--- src/rtl/hba_reset_ctrl_if.sv ---
// hba_reset_ctrl_if: board-side reset requests into the sequencer and per-domain resets out of it.
// master = board/PLL side driving the requests, slave = the reset controller.
interface hba_reset_ctrl_if #(
  parameter int unsigned NUM_DOMAINS = 2
);
  logic                   pll_locked;
  logic                   ext_rst_n;
  logic                   sw_rst_req;
  logic [NUM_DOMAINS-1:0] rst_out;
  logic                   ready;
  logic [1:0]             rst_cause;

  modport master (
    output pll_locked, ext_rst_n, sw_rst_req,
    input  rst_out, ready, rst_cause
  );

  modport slave (
    input  pll_locked, ext_rst_n, sw_rst_req,
    output rst_out, ready, rst_cause
  );
endinterface

--- src/rtl/hba_reset_ctrl.sv ---
// hba_reset_ctrl: PLL-lock qualified reset sequencer with staggered per-domain release.
// Define HBA_RSTCTL_DEBOUNCE_EN to build the external-button debouncer.
module hba_reset_ctrl #(
  parameter int unsigned NUM_DOMAINS     = 2,
  parameter int unsigned HOLD_CYCLES     = 10,
  parameter int unsigned STAGGER_CYCLES  = 4,
  parameter int unsigned DEBOUNCE_CYCLES = 16,
  parameter int unsigned CNT_WIDTH       = 16
) (
  input logic             clk,
  input logic             reset,
  hba_reset_ctrl_if.slave bus
);

  localparam int unsigned IDX_W = (NUM_DOMAINS > 1) ? $clog2(NUM_DOMAINS) : 1;
  localparam logic [CNT_WIDTH-1:0] HOLD_LAST = CNT_WIDTH'(HOLD_CYCLES - 1);
  localparam logic [CNT_WIDTH-1:0] STAG_LAST = CNT_WIDTH'(STAGGER_CYCLES - 1);
  localparam logic [IDX_W-1:0]     IDX_LAST  = IDX_W'(NUM_DOMAINS - 1);

  localparam logic [1:0] CAUSE_POR  = 2'd0;
  localparam logic [1:0] CAUSE_LOCK = 2'd1;
  localparam logic [1:0] CAUSE_EXT  = 2'd2;
  localparam logic [1:0] CAUSE_SW   = 2'd3;

  // Reject parameter sets the counters cannot represent.
  if (NUM_DOMAINS < 1 || NUM_DOMAINS > 8 || HOLD_CYCLES < 1 || STAGGER_CYCLES < 1 ||
      DEBOUNCE_CYCLES < 2 || ((HOLD_CYCLES - 1) >> CNT_WIDTH) != 0 ||
      ((STAGGER_CYCLES - 1) >> CNT_WIDTH) != 0 ||
      ((DEBOUNCE_CYCLES - 1) >> CNT_WIDTH) != 0) begin : g_bad_params
    $error("hba_reset_ctrl: illegal parameter set");
  end

  typedef enum logic [1:0] {
    S_WAIT_LOCK,
    S_HOLD,
    S_RELEASE,
    S_RUN
  } state_t;

  // Two-stage synchronizers; the button idles released so reset never looks like a press.
  logic [1:0] lock_sync;
  logic [1:0] btn_sync;
  logic       lock_s;
  logic       btn_s;
  logic       btn_pressed;

  always_ff @(posedge clk) begin
    if (reset) begin
      lock_sync <= 2'b00;
      btn_sync  <= 2'b11;
    end else begin
      lock_sync <= {lock_sync[0], bus.pll_locked};
      btn_sync  <= {btn_sync[0], bus.ext_rst_n};
    end
  end

  assign lock_s = lock_sync[1];
  assign btn_s  = btn_sync[1];

`ifdef HBA_RSTCTL_DEBOUNCE_EN
  localparam logic [CNT_WIDTH-1:0] DEB_LAST = CNT_WIDTH'(DEBOUNCE_CYCLES - 1);

  logic [CNT_WIDTH-1:0] deb_cnt;

  // Flip the debounced level only after DEBOUNCE_CYCLES consecutive disagreeing samples.
  always_ff @(posedge clk) begin
    if (reset) begin
      btn_pressed <= 1'b0;
      deb_cnt     <= '0;
    end else if (~btn_s == btn_pressed) begin
      deb_cnt <= '0;
    end else if (deb_cnt == DEB_LAST) begin
      btn_pressed <= ~btn_s;
      deb_cnt     <= '0;
    end else begin
      deb_cnt <= deb_cnt + CNT_WIDTH'(1);
    end
  end
`else
  assign btn_pressed = ~btn_s;
`endif

  state_t                 state_q, state_d;
  logic [CNT_WIDTH-1:0]   cnt_q, cnt_d;
  logic [IDX_W-1:0]       idx_q, idx_d, idx_nxt;
  logic [NUM_DOMAINS-1:0] rst_q, rst_d;
  logic                   ready_q, ready_d;
  logic [1:0]             cause_q, cause_d;

  always_ff @(posedge clk) begin
    if (reset) begin
      state_q <= S_WAIT_LOCK;
      cnt_q   <= '0;
      idx_q   <= '0;
      rst_q   <= '1;
      ready_q <= 1'b0;
      cause_q <= CAUSE_POR;
    end else begin
      state_q <= state_d;
      cnt_q   <= cnt_d;
      idx_q   <= idx_d;
      rst_q   <= rst_d;
      ready_q <= ready_d;
      cause_q <= cause_d;
    end
  end

  always_comb begin
    state_d = state_q;
    cnt_d   = cnt_q;
    idx_d   = idx_q;
    rst_d   = rst_q;
    ready_d = ready_q;
    cause_d = cause_q;
    idx_nxt = idx_q + IDX_W'(1);

    case (state_q)
      S_WAIT_LOCK: begin
        rst_d   = '1;
        ready_d = 1'b0;
        if (lock_s) begin
          state_d = S_HOLD;
          cnt_d   = '0;
        end
      end
      S_HOLD: begin
        if (cnt_q == HOLD_LAST) begin
          state_d  = S_RELEASE;
          cnt_d    = '0;
          idx_d    = '0;
          rst_d[0] = 1'b0;
          // A single domain has nothing to stagger.
          if (NUM_DOMAINS == 1) begin
            state_d = S_RUN;
            ready_d = 1'b1;
          end
        end else begin
          cnt_d = cnt_q + CNT_WIDTH'(1);
        end
      end
      S_RELEASE: begin
        if (cnt_q == STAG_LAST) begin
          cnt_d = '0;
          idx_d = idx_nxt;
          for (int i = 0; i < NUM_DOMAINS; i++) begin
            if (IDX_W'(i) == idx_nxt) rst_d[i] = 1'b0;
          end
          if (idx_nxt == IDX_LAST) begin
            state_d = S_RUN;
            ready_d = 1'b1;
          end
        end else begin
          cnt_d = cnt_q + CNT_WIDTH'(1);
        end
      end
      S_RUN: begin
      end
      default: begin
        state_d = S_WAIT_LOCK;
        rst_d   = '1;
        ready_d = 1'b0;
      end
    endcase

    // Re-entry triggers override the sequencing above; only the highest one is taken.
    if (state_q != S_WAIT_LOCK) begin
      if (!lock_s) begin
        state_d = S_WAIT_LOCK;
        cnt_d   = '0;
        idx_d   = '0;
        rst_d   = '1;
        ready_d = 1'b0;
        cause_d = CAUSE_LOCK;
      end else if (btn_pressed) begin
        state_d = S_HOLD;
        cnt_d   = '0;
        idx_d   = '0;
        rst_d   = '1;
        ready_d = 1'b0;
        cause_d = CAUSE_EXT;
      end else if (bus.sw_rst_req) begin
        state_d = S_HOLD;
        cnt_d   = '0;
        idx_d   = '0;
        rst_d   = '1;
        ready_d = 1'b0;
        cause_d = CAUSE_SW;
      end
    end
  end

  assign bus.rst_out   = rst_q;
  assign bus.ready     = ready_q;
  assign bus.rst_cause = cause_q;

endmodule

--- src/flat_wrapper.sv ---
// flat-port wrapper written by rule: the top's interface ports become plain ports
module hba_reset_ctrl_flat 
#(
  parameter int unsigned NUM_DOMAINS     = 2,
  parameter int unsigned HOLD_CYCLES     = 10,
  parameter int unsigned STAGGER_CYCLES  = 4,
  parameter int unsigned DEBOUNCE_CYCLES = 16,
  parameter int unsigned CNT_WIDTH       = 16
)
  (clk, reset, bus_pll_locked, bus_ext_rst_n, bus_sw_rst_req, bus_rst_out, bus_ready, bus_rst_cause);
  hba_reset_ctrl_if #(.NUM_DOMAINS(NUM_DOMAINS)) bus_i ();
  input logic clk;
  input logic reset;
  input wire logic [$bits(bus_i.pll_locked)-1:0] bus_pll_locked;
  input wire logic [$bits(bus_i.ext_rst_n)-1:0] bus_ext_rst_n;
  input wire logic [$bits(bus_i.sw_rst_req)-1:0] bus_sw_rst_req;
  output wire logic [$bits(bus_i.rst_out)-1:0] bus_rst_out;
  output wire logic [$bits(bus_i.ready)-1:0] bus_ready;
  output wire logic [$bits(bus_i.rst_cause)-1:0] bus_rst_cause;
  assign bus_i.pll_locked = bus_pll_locked;
  assign bus_i.ext_rst_n = bus_ext_rst_n;
  assign bus_i.sw_rst_req = bus_sw_rst_req;
  assign bus_rst_out = bus_i.rst_out;
  assign bus_ready = bus_i.ready;
  assign bus_rst_cause = bus_i.rst_cause;
  hba_reset_ctrl #(.NUM_DOMAINS(NUM_DOMAINS), .HOLD_CYCLES(HOLD_CYCLES), .STAGGER_CYCLES(STAGGER_CYCLES), .DEBOUNCE_CYCLES(DEBOUNCE_CYCLES), .CNT_WIDTH(CNT_WIDTH)) u_core (.clk(clk), .reset(reset), .bus(bus_i));
endmodule
--- config.mk ---
export PLATFORM = sky130hd
export DESIGN_NAME = hba_reset_ctrl_flat
export DESIGN_NICKNAME = d
export VERILOG_FILES = /design/src/rtl/hba_reset_ctrl_if.sv /design/src/rtl/hba_reset_ctrl.sv /design/src/flat_wrapper.sv
export SDC_FILE = /design/constraint.sdc
export NUM_CORES = 1
export LEC_CHECK = 0
export ABC_AREA = 1
export CAP_MARGIN = 20
export CORE_ASPECT_RATIO = 1.4
export CORE_MARGIN = 4
export CORE_UTILIZATION = 55
export CTS_CLUSTER_DIAMETER = 100
export DETAILED_ROUTE_END_ITERATION = 6
export PLACE_DENSITY = 0.74
export SYNTH_ARGS = -nofsm -noshare
export SYNTH_HDL_FRONTEND = slang
export SYNTH_SLANG_ARGS = --single-unit
--- constraint.sdc ---
create_clock -name clk -period 4 [get_ports clk]
set_clock_uncertainty 0.15 [all_clocks]
set_input_delay 0.4 -clock clk [delete_from_list [all_inputs] [get_ports clk]]
set_output_delay 0.4 -clock clk [all_outputs]
set_load 0.005 [all_outputs]
==> impl_metrics.csv <==
group,metric,value,unit
sta,worst_pin_slew,0.5929,ns
finish,area_growth,8.852,%
clocking,cts_setup_buffers,0,
die,io_pins,10,
yosys,yosysTopAreaCell,"dfxtp_1",
routing,wl,3700,µm
routing,drc_errors,0,
power_and_ir_drop,p_leak,0.6940,nW
clocking,cts_buffers,3,
sta,grt_setup_unrepaired,"false",
yosys,syn_area,0.001710,mm²
setup_path,cp_max_fo,15,
clocking,clk_path_buf_depth,2,
clocking,clk_pin_slew_worst_paths,0.10,ns
sta,finalSetupTns,0,ns
finish,postLayoutCoreUtil,63.43,%
die,rows,23,
die,coreArea,0.002935,mm²
clocking,tritoncts,"yes",
finish,drive_gt1_share,14.51,%
setup_path,worstPathArrival,2.03,ns
place,hpwlAfterDp,2796,µm
global_routing,grt_use_total,21.74,%
finish,fin_nets,267,
sta,period_needed,1.963,ns
yosys,yosys_warnings,0,
global_routing,grt_pass1_vias,1509,
setup_path,cp-start-kind,"flop",
sta,hold_viol_final,0,
routing,ant_nets,0,
yosys,synth_top_cell_area_share,32.77,%
power_and_ir_drop,vdd_drop_max,0.0002664,V
clocking,ctsRootBufferMaster,"clkbuf_8",
clocking,cts_resized,0,
routing,wl_per_cell,12.67,µm
sta,setup_viol,0,
global_routing,grt_max_degree,18,
place,io_buffers,9,
setup_path,cp-end-kind,"flop",
yosys,syn_nets,258,
yosys,ys_seq_area_share,32.77,%
clocking,h-tree-depth,1,
status,status,"complete, no violations",
routing,first_pass_iters,4,
routing,routed_via_density,5.408,
sta,drv_slew,0,
die,chipWidth,55.13,µm
die,die_y,73.98,µm
clocking,cts.sinks,28,
global_routing,grt_overflow,0,
sta,clock.fmax,509.5,MHz
yosys,synth.area.top_cells,"dfxtp_1, nand2_1, nor2_1",
sta,relSlewSlack,60.43,%
clocking,clkLatencyLatePin,0.27,ns
die,start_util,58.27,%
global_routing,grt_pass1_wl,6589,µm
yosys,syn_avg_cell_area,6.925,µm²
yosys,post_synth_num_cell_types,31,
global_routing,antenna_found_initial,0,
die,dieArea,0.004079,mm²
finish,antennaDiodeCount,0,
power_and_ir_drop,power.density,306.3,mW/mm²
routing,vias,1579,
routing,dr.first_iter.drc_count,73,
flow_run,maxCapViolations,0,
clocking,cts_hold_buf,0,
setup_path,crit_type,"flop to flop",
yosys,netlist_instances,247,
yosys,synth-seq-cells,28,
setup_path,critPathRequiredTime,4.06,ns
place,gp_congestion,0.8192,
sta,final.period_utilization,49.07,%
hold_path,min_path_type,"flop to flop",
## path summary, 6_finish.rpt
path,startpoint,endpoint,slack (ns),cells after the start
max,u_core.state_q[1],u_core.cnt_q[14],2.04,5
min,u_core.lock_sync[0],u_core.lock_sync[1],0.26,2
max reg2reg,u_core.state_q[1],u_core.cnt_q[14],2.04,5
min reg2reg,u_core.lock_sync[0],u_core.lock_sync[1],0.26,2
## synth_stat cells, drive strengths merged
master	n
ha	6
nand3	21
o21a	1
o21bai	1
a211oi	1
o211ai	2
a22oi	6
nand2	55
o31ai	1
nand4	2
inv	32
a21oi	17
buf	5
nor3	8
nor2	35
nor4	1
or2	4
o21ai	21
dfxtp	28
## report_power, final
part	switching (W)	internal, W	total [W]
combinational	0.0000650	0.0000338	0.0000988
clock	0.0000882	0.0000882	0.000176
sequential	0.00000738	0.000288	0.000295
## state kept, by name (all words and copies together), names as in the netlist
signal / count
u_core.idx_q: 1
u_core.cnt_q: 16
u_core.btn_sync: 2
u_core.bus.ready: 1
u_core.bus.rst_cause: 2
u_core.state_q: 2
u_core.lock_sync: 2
u_core.bus.rst_out: 2
## critical path, cell delays in order (launching register included)
cell     delay (ns)
dfxtp_1        0.41
ha_1           0.42
a21oi_1        0.11
inv_1          0.47
o21ai_0        0.18
a21oi_1        0.17
## metrics by stage
stage / area [µm²] / cells / worst slack [ns] / hold WS, ns / total power [W]
after CTS: 1862 / 292 / 2.060 / 0.2649 / 0.0005749
after floorplan: 1710 / 247 / 2.345 / 0.2383 / 0.0003786
after global routing: 1862 / 292 / 1.814 / 0.2756 / 0.0006008
after global placement: 1807 / 288 / 2.038 / 0.2471 / 0.0003996
after detailed placement: 1807 / 288 / 2.020 / 0.2486 / 0.0004001
final: 1862 / 292 / 2.037 / 0.2611 / 0.0005703
## routing by layer
layer  GRT usage, %  share of wire (%)
met4          10.00                1.4
met5              0                  0
met2          38.16                 53
met1          25.09                 42
met3          3.206                3.5
## layout make-up
class	instances	area, µm²
Tap cell	37	46.29
Multi-Input combinational cell	182	989.7
Inverter	32	120.1
Timing Repair Buffer	9	90.09
Sequential cell	28	560.5
Fill cell	297	1074
Clock buffer	4	55.05
## kinds of logic (layout without fill, tap and decap cells)
family                     Yosys count  after routing  synth area share, %
DFF                                 28             28                32.77
buffers and inverters               37             45                9.363
adders and majority gates            6              6                4.389
and+or+nand+nor                    126            126                34.97
AOI/OAI and AO/OA                   50             50                18.51
## cells in the final DEF, fill, tap and decap left out
| cell type | netlist | routed |
|---|---|---|
| nor2_4 | 3 | 3 |
| clkbuf_8 | 0 | 4 |
| nand2_4 | 1 | 1 |
| a22oi_1 | 1 | 1 |
| inv_1 | 26 | 26 |
| nand3_1 | 20 | 20 |
| a21oi_2 | 3 | 3 |
| nor3_2 | 3 | 3 |
| or2_2 | 4 | 4 |
| nor2_1 | 31 | 31 |
| o31ai_1 | 1 | 1 |
| o21ai_0 | 18 | 18 |
| inv_2 | 6 | 6 |
| nand4_2 | 1 | 1 |
| o21bai_1 | 1 | 1 |
| nor4_1 | 1 | 1 |
| nand2_2 | 5 | 5 |
| ha_1 | 6 | 6 |
| nor2_2 | 1 | 1 |
| a22oi_2 | 5 | 5 |
| clkdlybuf4s50_1 | 0 | 9 |
| o211ai_1 | 2 | 2 |
| nand3_2 | 1 | 1 |
| a21oi_1 | 14 | 14 |
| nand2_1 | 49 | 49 |
| dfxtp_1 | 28 | 28 |
| nor3_1 | 5 | 5 |
| o21a_1 | 1 | 1 |
| a211oi_1 | 1 | 1 |
| o21ai_1 | 3 | 3 |
| nand4_1 | 1 | 1 |
No activity file was read; power rests on OpenSTA's default activity.
